`src/rtl/afc_audio_pkg.sv`:
```
// Shared audio-path types: sample width, channel modes, capture FSM states, saturating helpers.
// Helpers work on a wide signed intermediate and clamp to a caller-supplied width.
package afc_audio_pkg;

    localparam int SAMPLE_W = 24;
    localparam int CALC_W   = 64;

    localparam logic [1:0] MODE_LEFT  = 2'b00;
    localparam logic [1:0] MODE_RIGHT = 2'b01;
    localparam logic [1:0] MODE_AVG   = 2'b10;
    localparam logic [1:0] MODE_DIFF  = 2'b11;

    typedef enum logic [1:0] {
        IDLE  = 2'd0,
        LATCH = 2'd1,
        MIX   = 2'd2,
        PUSH  = 2'd3
    } cap_state_e;

    typedef logic signed [CALC_W-1:0] calc_t;

    function automatic calc_t sat_to_width(input calc_t x, input int w);
        calc_t hi;
        calc_t lo;
        hi = (calc_t'(1) <<< (w - 1)) - calc_t'(1);
        lo = -hi - calc_t'(1);
        if (x > hi) return hi;
        if (x < lo) return lo;
        return x;
    endfunction

    function automatic calc_t sat_add(input calc_t a, input calc_t b, input int w);
        return sat_to_width(a + b, w);
    endfunction

    function automatic calc_t sat_sub(input calc_t a, input calc_t b, input int w);
        return sat_to_width(a - b, w);
    endfunction

    // Magnitude of the most negative code clamps to the most positive one.
    function automatic calc_t sat_abs(input calc_t a, input int w);
        return sat_to_width((a < 0) ? -a : a, w);
    endfunction

endpackage

```
`src/rtl/codec_rx_capture_if.sv`:
```
// Codec ADC capture bundle: ready level and sample pair in, valid/ready sample stream out.
// master = capture block, slave = codec wrapper / stream consumer side.
interface codec_rx_capture_if
    import afc_audio_pkg::*;
#(
    parameter int W = SAMPLE_W
);
    logic                codec_ready;
    logic signed [W-1:0] l_bus_out;
    logic signed [W-1:0] r_bus_out;
    logic        [W-1:0] m_data;
    logic                m_valid;
    logic                m_ready;

    modport master (
        input  codec_ready, l_bus_out, r_bus_out, m_ready,
        output m_data, m_valid
    );

    modport slave (
        output codec_ready, l_bus_out, r_bus_out, m_ready,
        input  m_data, m_valid
    );
endinterface

```
`src/rtl/sample_fifo.sv`:
```
// Single-clock first-word-fall-through sample FIFO with occupancy count.
// Latency: push visible at the output one edge later; empty output reads as zero.
// Backpressure: push accepted when not full or when a pop frees a slot in the same cycle.
module sample_fifo #(
    parameter int W     = 24,
    parameter int DEPTH = 8,
    parameter int AW    = $clog2(DEPTH)
) (
    input  logic          clk,
    input  logic          reset_n,
    input  logic          push_i,
    input  logic [W-1:0]  push_dat_i,
    input  logic          pop_i,
    output logic [W-1:0]  pop_dat_o,
    output logic [AW:0]   level_o,
    output logic          full_o,
    output logic          empty_o
);
    logic [W-1:0]  mem_q [DEPTH];
    logic [AW-1:0] wr_ptr_q;
    logic [AW-1:0] rd_ptr_q;
    logic [AW:0]   level_q;
    logic          do_push;
    logic          do_pop;

    assign empty_o   = (level_q == '0);
    assign full_o    = (level_q == (AW+1)'(DEPTH));
    assign do_pop    = pop_i & ~empty_o;
    assign do_push   = push_i & (~full_o | do_pop);
    assign level_o   = level_q;
    assign pop_dat_o = empty_o ? '0 : mem_q[rd_ptr_q];

    always_ff @(posedge clk) begin
        if (do_push) begin
            mem_q[wr_ptr_q] <= push_dat_i;
        end
    end

    // DEPTH is a power of two, so the pointers wrap on natural overflow.
    always_ff @(posedge clk) begin
        if (!reset_n) begin
            wr_ptr_q <= '0;
            rd_ptr_q <= '0;
            level_q  <= '0;
        end else begin
            if (do_push) wr_ptr_q <= wr_ptr_q + AW'(1);
            if (do_pop)  rd_ptr_q <= rd_ptr_q + AW'(1);
            level_q <= level_q + (AW+1)'(do_push) - (AW+1)'(do_pop);
        end
    end
endmodule

```
`src/rtl/codec_rx_capture.sv`:
```
// Captures codec ADC pairs on ready rising edges, mixes per mode, buffers and streams them; counts drops.
// Latency: 4 edges from strobe to m_valid with an empty FIFO. Backpressure: full FIFO drops the sample.
// Optional CODEC_RX_PEAK_HOLD_EN adds peak_abs, the largest pushed magnitude.
module codec_rx_capture
    import afc_audio_pkg::*;
#(
    parameter int W     = SAMPLE_W,
    parameter int DEPTH = 8,
    parameter int AW    = $clog2(DEPTH)
) (
    input  logic                   clk,
    input  logic                   reset_n,
    codec_rx_capture_if.master     bus,
    input  logic [1:0]             mode,
    input  logic                   enable,
    input  logic                   clear_stats,
    output logic [AW:0]            fifo_level,
    output logic                   overflow,
    output logic [15:0]            overflow_cnt
`ifdef CODEC_RX_PEAK_HOLD_EN
    ,
    output logic [W-1:0]           peak_abs
`endif
);
    cap_state_e          state_q, state_d;
    logic                codec_ready_q;
    logic signed [W-1:0] l_q, l_d;
    logic signed [W-1:0] r_q, r_d;
    logic signed [W-1:0] mix_q, mix_d;
    logic [1:0]          mode_q, mode_d;
    logic                overflow_q, overflow_d;
    logic [15:0]         ovf_cnt_q, ovf_cnt_d;
    calc_t               l_ext, r_ext;
    logic [1:0]          ovf_events;
    logic [16:0]         cnt_sum;

    logic strobe, pop, push_req, full, empty, drop, missed, push_acc;

    assign strobe   = bus.codec_ready & ~codec_ready_q;
    assign pop      = bus.m_valid & bus.m_ready;
    assign push_req = (state_q == PUSH);
    assign drop     = push_req & full & ~pop;
    assign push_acc = push_req & ~drop;
    assign missed   = strobe & enable & (state_q != IDLE);
    assign bus.m_valid = ~empty;

    sample_fifo #(
        .W     (W),
        .DEPTH (DEPTH)
    ) u_fifo (
        .clk        (clk),
        .reset_n    (reset_n),
        .push_i     (push_req),
        .push_dat_i (mix_q),
        .pop_i      (pop),
        .pop_dat_o  (bus.m_data),
        .level_o    (fifo_level),
        .full_o     (full),
        .empty_o    (empty)
    );

    always_comb begin
        state_d = state_q;
        l_d     = l_q;
        r_d     = r_q;
        mode_d  = mode_q;
        mix_d   = mix_q;
        l_ext   = calc_t'(l_q);
        r_ext   = calc_t'(r_q);
        case (state_q)
            IDLE: begin
                if (strobe & enable) begin
                    state_d = LATCH;
                    l_d     = bus.l_bus_out;
                    r_d     = bus.r_bus_out;
                    mode_d  = mode;
                end
            end
            LATCH: begin
                state_d = MIX;
                case (mode_q)
                    MODE_LEFT:  mix_d = l_q;
                    MODE_RIGHT: mix_d = r_q;
                    MODE_AVG:   mix_d = W'((l_ext + r_ext) >>> 1);
                    default:    mix_d = W'(sat_sub(l_ext, r_ext, W));
                endcase
            end
            MIX:     state_d = PUSH;
            PUSH:    state_d = IDLE;
            default: state_d = IDLE;
        endcase
    end

    // A drop and a missed strobe can coincide; each costs one sample. Events beat clear_stats.
    always_comb begin
        ovf_events = 2'(drop) + 2'(missed);
        cnt_sum    = '0;
        ovf_cnt_d  = clear_stats ? 16'd0 : ovf_cnt_q;
        overflow_d = clear_stats ? 1'b0 : overflow_q;
        if (ovf_events != 2'd0) begin
            cnt_sum    = {1'b0, ovf_cnt_d} + 17'(ovf_events);
            ovf_cnt_d  = cnt_sum[16] ? 16'hFFFF : cnt_sum[15:0];
            overflow_d = 1'b1;
        end
    end

    // codec_ready_q resets high so a level already high at release is not a rising edge.
    always_ff @(posedge clk) begin
        if (!reset_n) begin
            state_q       <= IDLE;
            codec_ready_q <= 1'b1;
            l_q           <= '0;
            r_q           <= '0;
            mix_q         <= '0;
            mode_q        <= MODE_LEFT;
            overflow_q    <= 1'b0;
            ovf_cnt_q     <= '0;
        end else begin
            state_q       <= state_d;
            codec_ready_q <= bus.codec_ready;
            l_q           <= l_d;
            r_q           <= r_d;
            mix_q         <= mix_d;
            mode_q        <= mode_d;
            overflow_q    <= overflow_d;
            ovf_cnt_q     <= ovf_cnt_d;
        end
    end

    assign overflow     = overflow_q;
    assign overflow_cnt = ovf_cnt_q;

`ifdef CODEC_RX_PEAK_HOLD_EN
    logic [W-1:0] peak_q, peak_d, push_mag;

    always_comb begin
        push_mag = W'(sat_abs(calc_t'(mix_q), W));
        peak_d   = clear_stats ? '0 : peak_q;
        if (push_acc && (push_mag > peak_d)) begin
            peak_d = push_mag;
        end
    end

    always_ff @(posedge clk) begin
        if (!reset_n) begin
            peak_q <= '0;
        end else begin
            peak_q <= peak_d;
        end
    end

    assign peak_abs = peak_q;
`else
    logic unused_push_acc;
    assign unused_push_acc = push_acc;
`endif
endmodule

```
`src/flat_wrapper.sv`:
```
// flat-port wrapper written by rule: the top's interface ports become plain ports
module codec_rx_capture_flat import afc_audio_pkg::*;
#(
    parameter int W     = SAMPLE_W,
    parameter int DEPTH = 8,
    parameter int AW    = $clog2(DEPTH)
)
  (clk, reset_n, mode, enable, clear_stats, fifo_level, overflow, overflow_cnt, bus_codec_ready, bus_l_bus_out, bus_r_bus_out, bus_m_ready, bus_m_data, bus_m_valid);
  codec_rx_capture_if #(.W(W)) bus_i ();
  input  logic clk;
  input  logic reset_n;
  input  logic [1:0] mode;
  input  logic enable;
  input  logic clear_stats;
  output logic [AW:0] fifo_level;
  output logic overflow;
  output logic [15:0] overflow_cnt;
  input wire logic [$bits(bus_i.codec_ready)-1:0] bus_codec_ready;
  input wire logic [$bits(bus_i.l_bus_out)-1:0] bus_l_bus_out;
  input wire logic [$bits(bus_i.r_bus_out)-1:0] bus_r_bus_out;
  input wire logic [$bits(bus_i.m_ready)-1:0] bus_m_ready;
  output wire logic [$bits(bus_i.m_data)-1:0] bus_m_data;
  output wire logic [$bits(bus_i.m_valid)-1:0] bus_m_valid;
  assign bus_i.codec_ready = bus_codec_ready;
  assign bus_i.l_bus_out = bus_l_bus_out;
  assign bus_i.r_bus_out = bus_r_bus_out;
  assign bus_i.m_ready = bus_m_ready;
  assign bus_m_data = bus_i.m_data;
  assign bus_m_valid = bus_i.m_valid;
  codec_rx_capture #(.W(W), .DEPTH(DEPTH), .AW(AW)) u_core (.clk(clk), .reset_n(reset_n), .bus(bus_i), .mode(mode), .enable(enable), .clear_stats(clear_stats), .fifo_level(fifo_level), .overflow(overflow), .overflow_cnt(overflow_cnt));
endmodule
```
`config.mk`:
```
export PLATFORM = sky130hd
export DESIGN_NAME = codec_rx_capture_flat
export DESIGN_NICKNAME = d
export VERILOG_FILES = /design/src/rtl/afc_audio_pkg.sv /design/src/rtl/codec_rx_capture_if.sv /design/src/rtl/sample_fifo.sv /design/src/rtl/codec_rx_capture.sv /design/src/flat_wrapper.sv
export SDC_FILE = /design/constraint.sdc
export NUM_CORES = 1
export LEC_CHECK = 0
export CORE_MARGIN = 2
export CORE_UTILIZATION = 45
export DETAILED_ROUTE_END_ITERATION = 7
export PLACE_DENSITY_LB_ADDON = 0.12
export REMOVE_ABC_BUFFERS = 1
export SLEW_MARGIN = 15
export SYNTH_ARGS = -nofsm -noshare
export SYNTH_HDL_FRONTEND = slang
export SYNTH_HIERARCHICAL = 1
export SYNTH_SLANG_ARGS = --single-unit
```
`constraint.sdc`:
```
create_clock -name clk -period 4.5 [get_ports clk]
set_input_delay 0.45 -clock clk [delete_from_list [all_inputs] [get_ports clk]]
set_output_delay 0.45 -clock clk [all_outputs]
set_load 0.02 [all_outputs]
```
==> impl_metrics.csv <==
group,metric,value,unit
run_status,outcome,"complete, no violations",
clocking,clock_sinks,299,
clocking,holdBufCountCts,0,
clocking,cts_buffers,31,
power,switchingPower,0.00226,W
floorplan,fp.dieW,187,um
detailed_routing,drc,0,
setup_path,r2r-start,"u_core/u_fifo/level_o[2]",
global_route,grt_pass1_vias,9656,
synthesis,synthAdderAreaFrac,5.79,%
detailed_routing,wirelength,32700,um
detailed_routing,drt_iter0_markers,599,
clocking,cts_setup_buffers,0,
timing,relSlewSlack,40.3,%
clocking,clock_latency,550,ps
timing,finalSetupTns,0,ps
setup_path,critical_path_class,"reg -> reg",
synthesis,synth_flop_cell,"edfxtp_1",
layout,fin_area,17400,sq um
power,p_seq_share,39.3,%
timing,period_share,85.0,%
layout,num_antenna_cells,0,
setup_path,path_cells,"inv_1 -> ha_1 -> or3b_4 -> inv_1 -> inv_1 -> nand2_1 -> nand3_1 -> ha_1 -> ha_1 -> inv_1 -> fa_1 -> nor2_1 -> and3_1 -> nand2_1 -> nor2b_1 -> buf_4 -> o21a_1",
hold_path,hp-class,"in -> reg",
placed_design,dp_hpwl,21700,um
layout,fin_nets,1482,
timing,hold_viol_final,0,
setup_path,end_kind,"flip-flop",
clocking,root_buffer,"clkbuf_16",
detailed_routing,via_count,9787,
synthesis,synth_edf_count,192,
floorplan,core_area,32700,sq um
timing,period_minus_slack,3820,ps
setup_path,worstPathArrival,4310,ps
floorplan,start_util,45.9,%
floorplan,die_area,34800,sq um
power,comb_power_share,27.2,%
timing,max_slew.worst_pin.slew,894,ps
setup_path,cpPeakStageDelay,420,ps
clocking,clk_transition_reported_paths,60,ps
global_route,gr-usage-all-layers,18.6,%
synthesis,synth_compound_area_share,15.4,%
synthesis,synthCells,1278,
clocking,htree_levels,1,
floorplan,die_h,187,um
synthesis,yosysWarnings,6,
timing,maxSlewViolCount,0,
timing,skew,12.9,ps
power,irDropWorstVdd,0.317,mV
global_route,grt_pass1_wl,52700,um
power,leakage,5.87,nW
layout,instances_no_fill,1826,
power,swShare,28.7,%
synthesis,synthXorXnorAreaFrac,2.51,%
placed_design,placed_area,16400,sq um
detailed_routing,wl_per_cell,17.9,um
synthesis,synthMuxAreaShare,8.59,%
synthesis,synthArstFlopShare,0,%
global_route,grt_antenna_before_repair,1,
synthesis,syn_area_per_cell,11.7,sq um
synthesis,synth_area,15000,sq um
synthesis,ys_ff_latch,299,
layout,area_growth,16.4,%
setup_path,cp_max_fo,8,
setup_path,startpoint,"u_core/u_fifo/level_o[2]",
timing,setup_violations,0,
placed_design,dp_cells,1768,
floorplan,io_pins,102,
synthesis,synthDistinctLibCells,88,
timing,fin_hold_ws,297,ps
layout,drive_above_1_share,12.5,%
setup_path,crit_slowest_cell,"or3b_4",
job,cap_violations,0,
setup_path,critPathRequiredTime,4980,ps
setup_path,cp-start-kind,"flip-flop",
clocking,cts_resized,0,
global_route,grt_max_degree,77,
hold_path,holdCritStartpoint,"reset_n",
global_route,overflow,0,
detailed_routing,viasPerCell,5.36,
timing,rsz0062_at_grt,"no",
placed_design,portBuffers,101,
placed_design,gp_congestion,0.903,
layout,fillers,2869,
power,powerDensity,453,nW/um^2
detailed_routing,ant_nets,0,
setup_path,crit_top_cell,"inv_1",
synthesis,yosys.area_share.simple,10.6,%
power,p_clk_share,33.5,%
synthesis,synth_top_family_by_area,"compound AO/OA/AOI/OAI gates",
detailed_routing,drt_pass1_iterations,5,
power,internal_power,0.00563,W
synthesis,yosysSeqAreaShare,52.7,%
floorplan,rows,66,
clocking,cts_tree,"yes",
setup_path,reg2reg_slack,680,ps
timing,max_freq,261,MHz
clocking,cts_buffer_depth,3,
==> final cells by class <==
class	count	area, sq um	area share (%)
flip-flops and latches	299	7910	45.3
multi-input cells	834	6490	37.2
repair buffers	120	1160	6.65
clock buffers	41	823	4.72
well taps	442	553	3.17
inverters	73	274	1.57
clock inverters	17	238	1.36
==> flip-flops by register name (all words and copies together) (netlist names), 3 cells and up, named ones only <==
signal	count
u_core/u_fifo/wr_ptr_q	3
u_core/mix_q	24
u_core/u_fifo/mem_q	192
u_core/r_q	24
u_core/overflow_cnt	16
u_core/u_fifo/rd_ptr_q	3
u_core/u_fifo/level_o	4
u_core/l_q	24
==> per-layer routing <==
metal	routed length (um)	track usage [%]
met3	1650	2.01
met1	15500	27.0
met5	0	0
met2	15000	30.5
met4	484	3.91
==> stage by stage <==
step	util (%)	total power (W)	setup slack (ps)
after floorplan	-	0.00452	-106
after global placement	50.1	0.00533	772
after detailed placement	50.1	0.00534	675
after CTS	53.4	0.00801	618
after global routing	53.4	0.00828	389
final	53.4	0.00790	676
==> kinds of logic (layout without fill, tap and decap cells) <==
family                     after synthesis  count (layout)
AOI/OAI and AO/OA                      319             319
xor gates and xnor gates                43              43
adders and majority gates               67              67
buffers and inverters                  145             251
DFF                                    299             299
muxes                                   66              66
and+or+nand+nor                        339             339
==> power groups by stage <==
stage	combinational (W)	clock [W]	sequential [W]
5_1_grt	0.00233	0.00283	0.00312
3_5_place_dp	0.00217	0	0.00317
4_1_cts	0.00218	0.00272	0.00311
3_3_place_gp	0.00216	0	0.00316
2_1_floorplan	0.00132	0	0.00319
6_report	0.00215	0.00265	0.00310
==> path summary, 6_finish.rpt <==
kind,end,cells after the start
setup / recovery,u_core/overflow_cnt[9],17
hold / removal,u_core/mix_q[0],3
setup reg to reg,u_core/overflow_cnt[9],17
hold reg to reg,flip-flop,2
==> critical path, delay by kind of cell (launching register included) <==
family                   cells  cell delay (ps)
buffers and inverters        5              650
AND/OR/NAND/NOR              7             1660
adder cells (fa/ha/maj)      4             1020
AO/OA/AOI/OAI                1              120
flip-flops                   1              310
==> synth_stat cells, types with 7 or more instances <==
library cell	instances	share of area, %
edfxtp_1	192	38
nand2_1	157	3.9
dfxtp_1	107	14
a21oi_1	73	2.4
inv_1	72	1.8
ha_1	63	5.3
nor2_1	62	1.6
a21boi_0	53	2.7
mux4_2	49	7.4
clkbuf_1	40	1.0
xnor2_1	35	2.0
o21ai_0	33	1.1
a22o_1	22	1.3
nand2b_1	22	0.92
nor3_1	21	0.70
buf_2	20	0.67
nor2b_1	20	0.83
o31ai_1	16	0.80
a21o_1	15	0.75
o21a_1	15	0.75
nand3_1	13	0.43
a211oi_1	11	0.55
a31oi_1	9	0.38
mux2_2	8	0.60
mux2i_1	8	0.53
o221ai_1	8	0.47
xor2_1	8	0.47
buf_6	7	0.53
==> cell usage in the layout, fill, tap and decap left out, drive strengths merged, types with 22 or more instances in the layout <==
| cell type | n |
|---|---|
| dfxtp | 107 |
| clkdlybuf4s50 | 100 |
| a22o | 24 |
| a21oi | 77 |
| nor2 | 64 |
| a21boi | 54 |
| nand2 | 157 |
| nand2b | 22 |
| xnor2 | 35 |
| edfxtp | 192 |
| inv | 75 |
| o21ai | 38 |
| ha | 63 |
| mux4 | 49 |
| clkbuf | 41 |
Note: power is estimated with default switching activity, not from simulation.
